$ cat config.mk
export PLATFORM = sky130hd
export DESIGN_NAME = fractal_sync_arbiter
export DESIGN_NICKNAME = d
export VERILOG_FILES = /design/src/rtl/fractal_sync_pkg.sv /design/src/rtl/fractal_rr_picker.sv /design/src/rtl/fractal_sync_arbiter.sv
export SDC_FILE = /design/constraint.sdc
export NUM_CORES = 1
export LEC_CHECK = 0
export ABC_AREA = 1
export BUFFER_PORTS_ARGS = -buffer_cell sky130_fd_sc_hd__buf_2
export CAP_MARGIN = 20
export CORE_MARGIN = 1
export CORE_UTILIZATION = 35
export CTS_CLUSTER_DIAMETER = 30
export DETAILED_ROUTE_END_ITERATION = 12
export SYNTH_ARGS = -nofsm -noshare
export SYNTH_HDL_FRONTEND = slang
export SYNTH_SLANG_ARGS = --single-unit
export TNS_END_PERCENT = 20
$ cat constraint.sdc
create_clock -name clk_i -period 2.6 [get_ports clk_i]
set_input_delay 0.65 -clock clk_i [delete_from_list [all_inputs] [get_ports clk_i]]
set_output_delay 0.65 -clock clk_i [all_outputs]
set_load 0.02 [all_outputs]
$ cat src/rtl/fractal_sync_pkg.sv
// Shared types and helpers for the fractal synchronization arbiter.
package fractal_sync_pkg;

  typedef enum logic [1:0] {
    IDLE  = 2'd0,
    ISSUE = 2'd1,
    WAKE  = 2'd2,
    LERR  = 2'd3
  } arb_state_e;

  function automatic logic level_legal(input logic [31:0] level, input logic [31:0] max_level);
    return (level != 32'd0) && (level <= max_level);
  endfunction

endpackage

$ cat src/rtl/fractal_rr_picker.sv
// Round-robin picker: first set request at or after ptr_i, wrapping modulo N_REQ.
module fractal_rr_picker #(
  parameter int N_REQ = 4,
  parameter int IDX_W = 2
) (
  input  logic [N_REQ-1:0] req_i,
  input  logic [IDX_W-1:0] ptr_i,
  output logic             valid_o,
  output logic [IDX_W-1:0] idx_o
);

  // Walk offsets from farthest to nearest so the nearest candidate wins.
  always_comb begin
    valid_o = 1'b0;
    idx_o   = '0;
    for (int i = N_REQ - 1; i >= 0; i--) begin
      logic [IDX_W-1:0] cand;
      cand    = IDX_W'((int'(ptr_i) + i) % N_REQ);
      valid_o = valid_o | req_i[cand];
      idx_o   = req_i[cand] ? cand : idx_o;
    end
  end

endmodule

$ cat src/rtl/fractal_sync_arbiter.sv
// Shares one upward fractal sync port among N_REQ local requesters, round-robin,
// rejecting illegal levels locally.
module fractal_sync_arbiter
  import fractal_sync_pkg::*;
#(
  parameter int N_REQ     = 4,
  parameter int LVL_WIDTH = 3,
  parameter int MAX_LEVEL = 2,
  parameter int CNT_WIDTH = 16
) (
  input  logic                       clk_i,
  input  logic                       rst_i,
  input  logic [N_REQ-1:0]           req_sync_i,
  input  logic [N_REQ*LVL_WIDTH-1:0] req_level_i,
  output logic [N_REQ-1:0]           req_wake_o,
  output logic [N_REQ-1:0]           req_error_o,
  input  logic [N_REQ-1:0]           req_ack_i,
  output logic                       sync_o,
  output logic [LVL_WIDTH-1:0]       level_o,
  input  logic                       wake_i,
  input  logic                       error_i,
  output logic                       ack_o,
  output logic [N_REQ-1:0]           grant_o,
  output logic [CNT_WIDTH-1:0]       grant_cnt_o,
  output logic [CNT_WIDTH-1:0]       lvl_err_cnt_o,
  output logic [CNT_WIDTH-1:0]       spurious_cnt_o
);

  localparam int IDX_W = (N_REQ > 1) ? $clog2(N_REQ) : 1;
  localparam logic [CNT_WIDTH-1:0] CNT_MAX = {CNT_WIDTH{1'b1}};

  arb_state_e           state_q, state_d;
  logic [IDX_W-1:0]     idx_q, idx_d, ptr_q, ptr_d;
  logic [N_REQ-1:0]     grant_q, grant_d, wake_q, wake_d, err_q, err_d;
  logic                 sync_q, sync_d;
  logic [LVL_WIDTH-1:0] level_q, level_d;
  logic [CNT_WIDTH-1:0] grant_cnt_q, grant_cnt_d;
  logic [CNT_WIDTH-1:0] lvl_err_cnt_q, lvl_err_cnt_d;
  logic [CNT_WIDTH-1:0] spurious_cnt_q, spurious_cnt_d;

  logic                 pick_valid_s;
  logic [IDX_W-1:0]     pick_idx_s, next_ptr_s;
  logic [LVL_WIDTH-1:0] pick_lvl_s;
  logic                 gnt_ack_s;

  fractal_rr_picker #(
    .N_REQ (N_REQ),
    .IDX_W (IDX_W)
  ) u_picker (
    .req_i   (req_sync_i),
    .ptr_i   (ptr_q),
    .valid_o (pick_valid_s),
    .idx_o   (pick_idx_s)
  );

  assign pick_lvl_s = req_level_i[int'(pick_idx_s)*LVL_WIDTH +: LVL_WIDTH];
  assign next_ptr_s = (idx_q == IDX_W'(N_REQ - 1)) ? '0 : idx_q + IDX_W'(1);
  assign gnt_ack_s  = req_ack_i[idx_q];

  // Next-state and next-output logic for the grant/issue/wake handshake.
  always_comb begin
    state_d        = state_q;
    idx_d          = idx_q;
    ptr_d          = ptr_q;
    grant_d        = grant_q;
    wake_d         = wake_q;
    err_d          = err_q;
    sync_d         = sync_q;
    level_d        = level_q;
    grant_cnt_d    = grant_cnt_q;
    lvl_err_cnt_d  = lvl_err_cnt_q;
    spurious_cnt_d = spurious_cnt_q;
    case (state_q)
      IDLE: begin
        if (wake_i) begin
          spurious_cnt_d = (spurious_cnt_q == CNT_MAX) ? spurious_cnt_q : spurious_cnt_q + CNT_WIDTH'(1);
        end else begin
          spurious_cnt_d = spurious_cnt_q;
        end
        if (pick_valid_s) begin
          idx_d   = pick_idx_s;
          grant_d = N_REQ'(1) << pick_idx_s;
          if (level_legal(32'(pick_lvl_s), 32'(MAX_LEVEL))) begin
            sync_d  = 1'b1;
            level_d = pick_lvl_s;
            state_d = ISSUE;
          end else begin
            state_d = LERR;
          end
        end else begin
          state_d = IDLE;
        end
      end
      ISSUE: begin
        if (wake_i) begin
          sync_d  = 1'b0;
          level_d = '0;
          wake_d  = grant_q;
          err_d   = error_i ? grant_q : '0;
          state_d = WAKE;
        end else begin
          state_d = ISSUE;
        end
      end
      WAKE: begin
        if (gnt_ack_s) begin
          wake_d      = '0;
          err_d       = '0;
          grant_d     = '0;
          ptr_d       = next_ptr_s;
          grant_cnt_d = (grant_cnt_q == CNT_MAX) ? grant_cnt_q : grant_cnt_q + CNT_WIDTH'(1);
          state_d     = IDLE;
        end else begin
          state_d = WAKE;
        end
      end
      LERR: begin
        // First LERR cycle raises wake/error; ack is honoured only once wake is visible.
        if (!wake_q[idx_q]) begin
          wake_d = grant_q;
          err_d  = grant_q;
        end else if (gnt_ack_s) begin
          wake_d        = '0;
          err_d         = '0;
          grant_d       = '0;
          ptr_d         = next_ptr_s;
          lvl_err_cnt_d = (lvl_err_cnt_q == CNT_MAX) ? lvl_err_cnt_q : lvl_err_cnt_q + CNT_WIDTH'(1);
          state_d       = IDLE;
        end else begin
          state_d = LERR;
        end
      end
      default: begin
        state_d = IDLE;
      end
    endcase
  end

  // State and output registers with synchronous reset.
  always_ff @(posedge clk_i) begin
    if (rst_i) begin
      state_q        <= IDLE;
      idx_q          <= '0;
      ptr_q          <= '0;
      grant_q        <= '0;
      wake_q         <= '0;
      err_q          <= '0;
      sync_q         <= 1'b0;
      level_q        <= '0;
      grant_cnt_q    <= '0;
      lvl_err_cnt_q  <= '0;
      spurious_cnt_q <= '0;
    end else begin
      state_q        <= state_d;
      idx_q          <= idx_d;
      ptr_q          <= ptr_d;
      grant_q        <= grant_d;
      wake_q         <= wake_d;
      err_q          <= err_d;
      sync_q         <= sync_d;
      level_q        <= level_d;
      grant_cnt_q    <= grant_cnt_d;
      lvl_err_cnt_q  <= lvl_err_cnt_d;
      spurious_cnt_q <= spurious_cnt_d;
    end
  end

  assign ack_o          = (state_q == WAKE) ? gnt_ack_s : 1'b0;
  assign req_wake_o     = wake_q;
  assign req_error_o    = err_q;
  assign sync_o         = sync_q;
  assign level_o        = level_q;
  assign grant_o        = grant_q;
  assign grant_cnt_o    = grant_cnt_q;
  assign lvl_err_cnt_o  = lvl_err_cnt_q;
  assign spurious_cnt_o = spurious_cnt_q;

endmodule

* Word level (Yosys, flattened, before mapping)
Cells that the tools add are included.
** Storage, ports and cells
- Bits in registers :: 70
- Logic and storage cells :: 108
** Cells by class
- Bitwise gates (word level) :: 6
- Multiply operators :: 1
- Shifts and indexed selects :: 2
- $add $sub $neg :: 7
- Equal/unequal tests :: 11
- Reductions and logical operators :: 15
- Order comparisons :: 6
- Multiplexer cells :: 49
** Operators by type and width (number)
- adder 16 x 1 -> 16 bit, second input constant :: 3
- equality test 16 bit, second input constant :: 3
- two-way mux 4 bit :: 10
- one-hot mux 4 bit (3 select lines) :: 3
- two-way mux 2 bit :: 13
- < comparator 2 x 3 -> 1 bit, second input constant :: 5
- binary-select mux 1 bit (select 2 bit) :: 6
- indexed part select 12 x 5 -> 3 bit :: 1
- two-way mux 1 bit :: 10
- two-way mux 3 bit :: 3
- AND reduction 3 bit :: 3
- nonzero test 3 bit :: 3
- != test 2 bit, second input constant :: 4
- one-hot mux 2 bit (4 select lines) :: 1
- AND reduction 4 bit :: 2
- equality test 2 bit, second input constant :: 3
- one-hot mux 3 bit (2 select lines) :: 1
- AND reduction 2 bit :: 3
- adder 2 x 1 -> 2 bit, second input constant :: 2
- adder 2 bit, second input constant :: 2
- multiplier 2 x 2 -> 4 bit, second input constant :: 1
- one-hot mux 2 bit (2 select lines) :: 1
- nonzero test 2 bit :: 2
- << shifter 1 x 2 -> 4 bit, first input constant :: 1
- other kinds (7) :: 11

* Depth between registers and ports, before layout
Gate-level depths: netlist of run 1.
- Word-level depth :: 14
- Mapped depth :: 20

* Hierarchy
From an unflattened synthesis of run 1, not the netlist that was laid out.
** Unflattened totals
- Cells, all modules :: 671
- Area total of the unflattened synthesis :: 4423.0 um^2
** By module, submodules not included
- fractal_sync_arbiter :: seq. area each 1401.3 um^2, area each 4207.8 um^2, times used 1, cells each 627
- fractal_rr_picker :: seq. area each 0.0 um^2, area each 215.2 um^2, times used 1, cells each 44

* Worst setup path after synthesis of run 1
Ideal clock, no wire load.
- Path type :: input to register
- From :: in req_ack_i[1]
- To :: reg grant_cnt_q[15], in the netlist grant_cnt_o[15]
- Library setup time :: 130 ps
- Data required time :: 2470 ps
- Arrival time :: 2080 ps
- Slack :: 390 ps
- Cell stages on the path :: 13
- Buffers on the path :: 0
- Path through :: nand2_1 nand3_1 nand2_2 nor2_1 inv_1 nor2_2 nand2_2 inv_1 nand4_2 nor2_2 nand4_1 xor2_1 nor2_1
** Between the ends
- Cells in the longest elaborated chain, start to end :: 3
** RTL lines
- start: declaration :: line fractal_sync_arbiter.sv:17 : input logic [N_REQ-1:0] req_ack_i,
- binary-select mux 1 bit (select 2 bit) :: line fractal_sync_arbiter.sv:58 : assign gnt_ack_s = req_ack_i[idx_q];
- two-way mux 1 bit (implied by the code) :: line fractal_sync_arbiter.sv:58
- AND reduction 3 bit (no line)
- end signal: assignment :: line fractal_sync_arbiter.sv:162 : grant_cnt_q <= grant_cnt_d;
- end: declaration :: line fractal_sync_arbiter.sv:37 : logic [CNT_WIDTH-1:0] grant_cnt_q, grant_cnt_d;
Every way passes these cells. The select of a mux whose other input is x is not followed.
A chain may end at the register's enable or synchronous reset.

* Worst setup path after layout of run 1
- From :: reg idx_q[0]
- To :: out ack_o
** Between the ends
- Cells in the longest elaborated chain, start to end :: 3
** RTL lines
- start: declaration :: line fractal_sync_arbiter.sv:33 : logic [IDX_W-1:0] idx_q, idx_d, ptr_q, ptr_d;
- start signal: assignment :: line fractal_sync_arbiter.sv:155 : idx_q <= idx_d;
- binary-select mux 1 bit (select 2 bit) :: line fractal_sync_arbiter.sv:58
- two-way mux 1 bit (implied by the code) :: line fractal_sync_arbiter.sv:58
- two-way mux 1 bit :: line fractal_sync_arbiter.sv:168 : assign ack_o = (state_q == WAKE) ? gnt_ack_s : 1'b0;
- end: declaration :: line fractal_sync_arbiter.sv:22 : output logic ack_o,
Every way passes these cells. The select of a mux whose other input is x is not followed.

==> qor.yml, run 1 <==
pwr-share-clk_pct: 22.4
finalCritPeriodShare_pct: 90.7
grt_usage_pct: 18.0
wl_met3_um: 488
rr_worst_depth: 8
rsz0062_at_grt: "no"
finalSetupTns_ns: 0
grt_pass1_wl_um: 16500
yosysSeqAreaShare_pct: 35.9
crit_path_max_fanout: 8
wl_met2_um: 4290
syn_area_mm2: 0.00390
cts-htree-levels: 3
antenna_found_initial: 0
worstPathArrival_ns: 1.71
highest_layer: "met4"
relSlewSlack_pct: 60.7
io_pins: 89
cts.path.max_buffers: 2
fmax_mhz: 424
clock_latency_ns: 0.35
p_sw_share_pct: 43.3
holdPathEnd: "level_o[2]"
cts_tree: "built"
tightest_slew_ns: 0.583
grt_pass1_vias: 3683
ant_nets: 0
drc: 0
routed_wl_um: 9780
gp_congestion: 0.853
synth_seq_cells: 70
vias: 3926
firstDrtPassIters: 4
placed_cells: 794
synth.avg_cell_area_um2: 6.81
ctsHoldBuffers: 0
outcome: "completed"
antenna_cells: 0
core_mm2: 0.0108
avgRoutedWirePerCell_um: 12.1
clock_skew_ns: 0.0128
layout_commonest_cell: "nand2_1"
port_buffers: 88
drv_cap: 0
synth_cells: 573
regToRegEndpoint: "req_wake_o[0]"
drive_gt1_share_pct: 23.6
overflow: 0
fp.dieH_um: 108
place_hpwl_um: 7390
intPower_mw: 2.14
cp-start-kind: "flop"
peakVddDrop_mv: 0.481
syn-num-nets: 601
syn2layout_area_growth_pct: 20.1
grt_max_degree: 33
leakage_nw: 2.11
combPwrFrac_pct: 42.6
power.density_mw_per_mm2: 807
critPathKind: "reg2out"
holdPathStages: 2
mostFrequentLayoutCells: "nand2_1 (108), inv_1 (90), buf_2 (88)"
layoutNonFillerInstCount: 809
cts_buffers: 9
drv_slew: 0
viasPerCell: 4.85
nets: 693
drt-met1-wl_um: 4790
die_x_um: 108
cts.repair.resized: 0
power_frac_seq_pct: 35.0
initial_core_util_pct: 36.0
setup_viol: 0
dieArea_mm2: 0.0116
hp-start: "level_o[2]"
cts_sinks: 70
post-cts-setup-buffer-count: 0
post-route-min-period_ns: 2.36
ys_warn_count: 0
required_ns: 1.95
setup.worst_path.end_class: "output port"
hp-class: "reg2reg"
clk_pin_slew_worst_paths_ns: 0.07
drt_iter0_markers: 207
r2r_setup_slack_ns: 0.33
netSwitchingPower_mw: 1.64
finalHoldViolCount: 0
yosysUniqueCellTypes: 40
r2r-start: "state_q[0]"
rows: 38
clockRootBuffer: "clkbuf_8"
==> registers in the layout, indices dropped and copies added, names as in the netlist <==
signal	flops
lvl_err_cnt_o	16
sync_o	1
ptr_q	2
grant_cnt_o	16
spurious_cnt_o	16
grant_o	4
level_o	3
state_q	2
idx_q	2
req_error_o	4
req_wake_o	4
==> cells in the mapped netlist <==
master,count,area [um^2]
a21boi_0,2,15.0
a21oi_1,51,255
a21oi_2,3,26.3
a21oi_4,1,16.3
a31oi_1,3,18.8
a31oi_2,1,12.5
buf_2,1,5.00
buf_6,1,11.3
buf_8,1,15.0
clkbuf_1,8,30.0
clkinv_1,1,3.75
dfxtp_1,70,1400
ha_1,4,50.1
inv_1,90,338
inv_2,5,18.8
inv_8,1,11.3
nand2_1,108,405
nand2_2,17,106
nand2_4,3,33.8
nand3_1,27,135
nand3_2,8,80.1
nand4_1,11,68.8
nand4_2,1,12.5
nor2_1,49,184
nor2_2,10,62.6
nor3_1,19,95.1
nor3_2,1,10.0
nor3b_1,4,30.0
nor3b_2,1,12.5
nor4_1,3,18.8
nor4b_1,3,26.3
o2111a_1,3,33.8
o211ai_1,2,15.0
o21a_1,4,30.0
o21ai_0,46,230
o21ai_1,1,5.00
o311ai_0,4,35.0
or2_2,1,6.26
xnor2_1,1,8.76
xor2_1,3,26.3
==> stage by stage <==
stage | hold WS [ns] | worst slack, ns | power (mW) | util [%] | cell area [um^2]
2_1_floorplan | 0.514 | 0.390 | 2.61 | - | 3900
3_3_place_gp | 0.433 | 0.136 | 2.92 | 41.5 | 4500
3_5_place_dp | 0.428 | 0.111 | 2.95 | 41.5 | 4500
4_1_cts | 0.444 | 0.167 | 3.81 | 43.2 | 4680
5_1_grt | 0.465 | 0.0184 | 4.11 | 43.2 | 4680
6_report | 0.444 | 0.243 | 3.78 | 43.2 | 4680
==> power by group through the flow <==
stage | sequential (mW) | clock (mW) | combinational [mW]
6_report | 1.32 | 0.846 | 1.61
2_1_floorplan | 1.36 | 0 | 1.25
3_5_place_dp | 1.34 | 0 | 1.61
4_1_cts | 1.32 | 0.878 | 1.61
5_1_grt | 1.34 | 0.927 | 1.84
3_3_place_gp | 1.34 | 0 | 1.58
==> cell families after synthesis <==
kind of cell | Yosys count | share of synthesized area (%)
adder cells (fa/ha/maj) | 4 | 1.28
flip-flops | 70 | 35.9
buffers and inverters | 108 | 11.1
AND/OR/NAND/NOR | 266 | 33.0
XOR/XNOR | 4 | 0.898
AO/OA/AOI/OAI | 121 | 17.8
==> per-layer routing <==
metal | vias to the layer above | global-route usage (%)
met4 | 0 | 9.59
met3 | 16 | 3.87
met5 | - | 0
li1 | 2064 | -
met2 | 89 | 27.4
met1 | 1757 | 23.6
==> critical path: stages (launching register included) <==
cell and delay, ns:
dfxtp_1 0.49, nand2_1 0.08, nand3_1 0.12, nand2_2 0.12
nor2_1 0.10, inv_1 0.06, nor2_2 0.17, buf_2 0.20
==> area by class of cell <==
class,count,area (um^2)
well taps,140,175
fillers,1166,6160
flip-flops and latches,70,1400
repair buffers,92,483
multi-input cells,395,2070
inverters,97,372
clock buffers,15,186
==> worst max path at each step <==
| stage | slack, ns | endpoint | from | cells past startpoint |
|---|---|---|---|---|
| 5_1_grt | 0.02 | grant_cnt_o[15] | idx_q[0] | 13 |
| 3_5_place_dp | 0.11 | grant_cnt_o[15] | req_ack_i[1] | 14 |
| 2_1_floorplan | 0.39 | grant_cnt_o[15] | req_ack_i[1] | 13 |
| 6_report | 0.24 | ack_o | idx_q[0] | 7 |
| 3_3_place_gp | 0.14 | grant_cnt_o[15] | req_ack_i[1] | 14 |
| 4_1_cts | 0.17 | ack_o | idx_q[0] | 7 |
Note: power is estimated with default switching activity, not from simulation.
==> run 2, diff against run 1 <==
- CTS_BUF_LIST: unset -> sky130_fd_sc_hd__clkbuf_8
==> run 2 against run 1 <==
Maximum frequency barely moved. Worst hold slack stayed put. Sequential power is essentially flat.
==> qor.yml, run 2 (same netlist as run 1, synthesis figures left out) <==
outcome: "completed"
post-route-min-period_ns: 2.36
io_pins: 89
setup.worst_path.end_class: "output port"
clk_pin_slew_worst_paths_ns: 0.07
gp_congestion: 0.853
ctsHoldBuffers: 0
p_sw_share_pct: 43.4
grt_max_degree: 33
crit_path_max_fanout: 8
post-cts-setup-buffer-count: 0
initial_core_util_pct: 36.0
netSwitchingPower_mw: 1.64
ant_nets: 0
setup_viol: 0
finalHoldViolCount: 0
avgRoutedWirePerCell_um: 12.1
vias: 3923
power_mw: 3.77
drv_slew: 0
routed_wl_um: 9790
finalCritPeriodShare_pct: 90.7
viasPerCell: 4.85
drt_iter0_markers: 211
peakVddDrop_mv: 0.481
cts.path.max_buffers: 2
syn2layout_area_growth_pct: 20.1
intPower_mw: 2.14
cp-start-kind: "flop"
grt_pass1_vias: 3683
finalSetupTns_ns: 0
clock_latency_ns: 0.35
firstDrtPassIters: 4
die_x_um: 108
antenna_found_initial: 0
leakage_nw: 2.12
worstPathArrival_ns: 1.71
drive_gt1_share_pct: 23.6
fmax_mhz: 424
design_area_mm2: 0.00468
r2r_setup_slack_ns: 0.32
grt_pass1_wl_um: 16500
layoutNonFillerInstCount: 809
placed_cells: 794
layout_commonest_cell: "nand2_1"
drv_cap: 0
pwr-share-clk_pct: 22.2
cts_tree: "built"
rr_worst_depth: 8
cts.repair.resized: 0
tightest_slew_ns: 0.583
hp-class: "reg2reg"
antenna_cells: 0
port_buffers: 88
combPwrFrac_pct: 42.7
cts-htree-levels: 3
cts_sinks: 70
rows: 38
grt_usage_pct: 18.0
rsz0062_at_grt: "no"
critPathKind: "reg2out"
place_area_mm2: 0.00450
place_hpwl_um: 7390
drc: 0
dieArea_mm2: 0.0116
required_ns: 1.95
clock_skew_ns: 0.0120
nets: 693
mostFrequentLayoutCells: "nand2_1 (108), inv_1 (92), buf_2 (88)"
overflow: 0
holdPathStages: 2
r2r-start: "state_q[0]"
relSlewSlack_pct: 60.7
clockRootBuffer: "clkbuf_8"
fp.dieH_um: 108
fin_hold_ws_ns: 0.444
hp-start: "level_o[2]"
power.density_mw_per_mm2: 806
power_frac_seq_pct: 35.1
cts_buffers: 9
core_mm2: 0.0108
setup.worst_path.start: "idx_q[0]"
## run 2: power groups by stage
stage,clock (mW),combinational [mW],sequential [mW]
after global routing,0.920,1.84,1.34
after CTS,0.871,1.61,1.32
after global placement,0,1.58,1.34
after detailed placement,0,1.61,1.34
after floorplan,0,1.25,1.36
final,0.837,1.61,1.32
## run 2: worst paths after layout
check | to
max | ack_o
min | level_o[2]
max reg2reg | req_wake_o[0]
min reg2reg | level_o[2]
## run 2: worst max-delay path, stage by stage, from the launching register on
cell	delay, ns
dfxtp_1	0.49
nand2_1	0.08
nand3_1	0.12
nand2_2	0.13
nor2_1	0.10
inv_1	0.06
nor2_2	0.17
buf_2	0.20
## run 2: area by class of cell
cell class / instances / area (um^2)
Timing Repair Buffer: 92 / 483
Sequential cell: 70 / 1400
Multi-Input combinational cell: 395 / 2070
Fill cell: 1166 / 6160
Clock inverter: 2 / 7.51
Tap cell: 140 / 175
Clock buffer: 13 / 179
Inverter: 97 / 372
## run 2: stage by stage
step	util [%]	setup slack, ns
2_1_floorplan	-	0.390
3_3_place_gp	41.5	0.136
5_1_grt	43.2	0.0184
3_5_place_dp	41.5	0.111
4_1_cts	43.2	0.167
6_report	43.2	0.242
## run 2: metal layers
metal	vias up	share of wire, %	GRT usage (%)
met2	79	44	27.4
met5	-	0	0
met1	1764	49	23.6
met3	16	4.7	3.87
met4	0	2.2	9.59
li1	2064	-	-
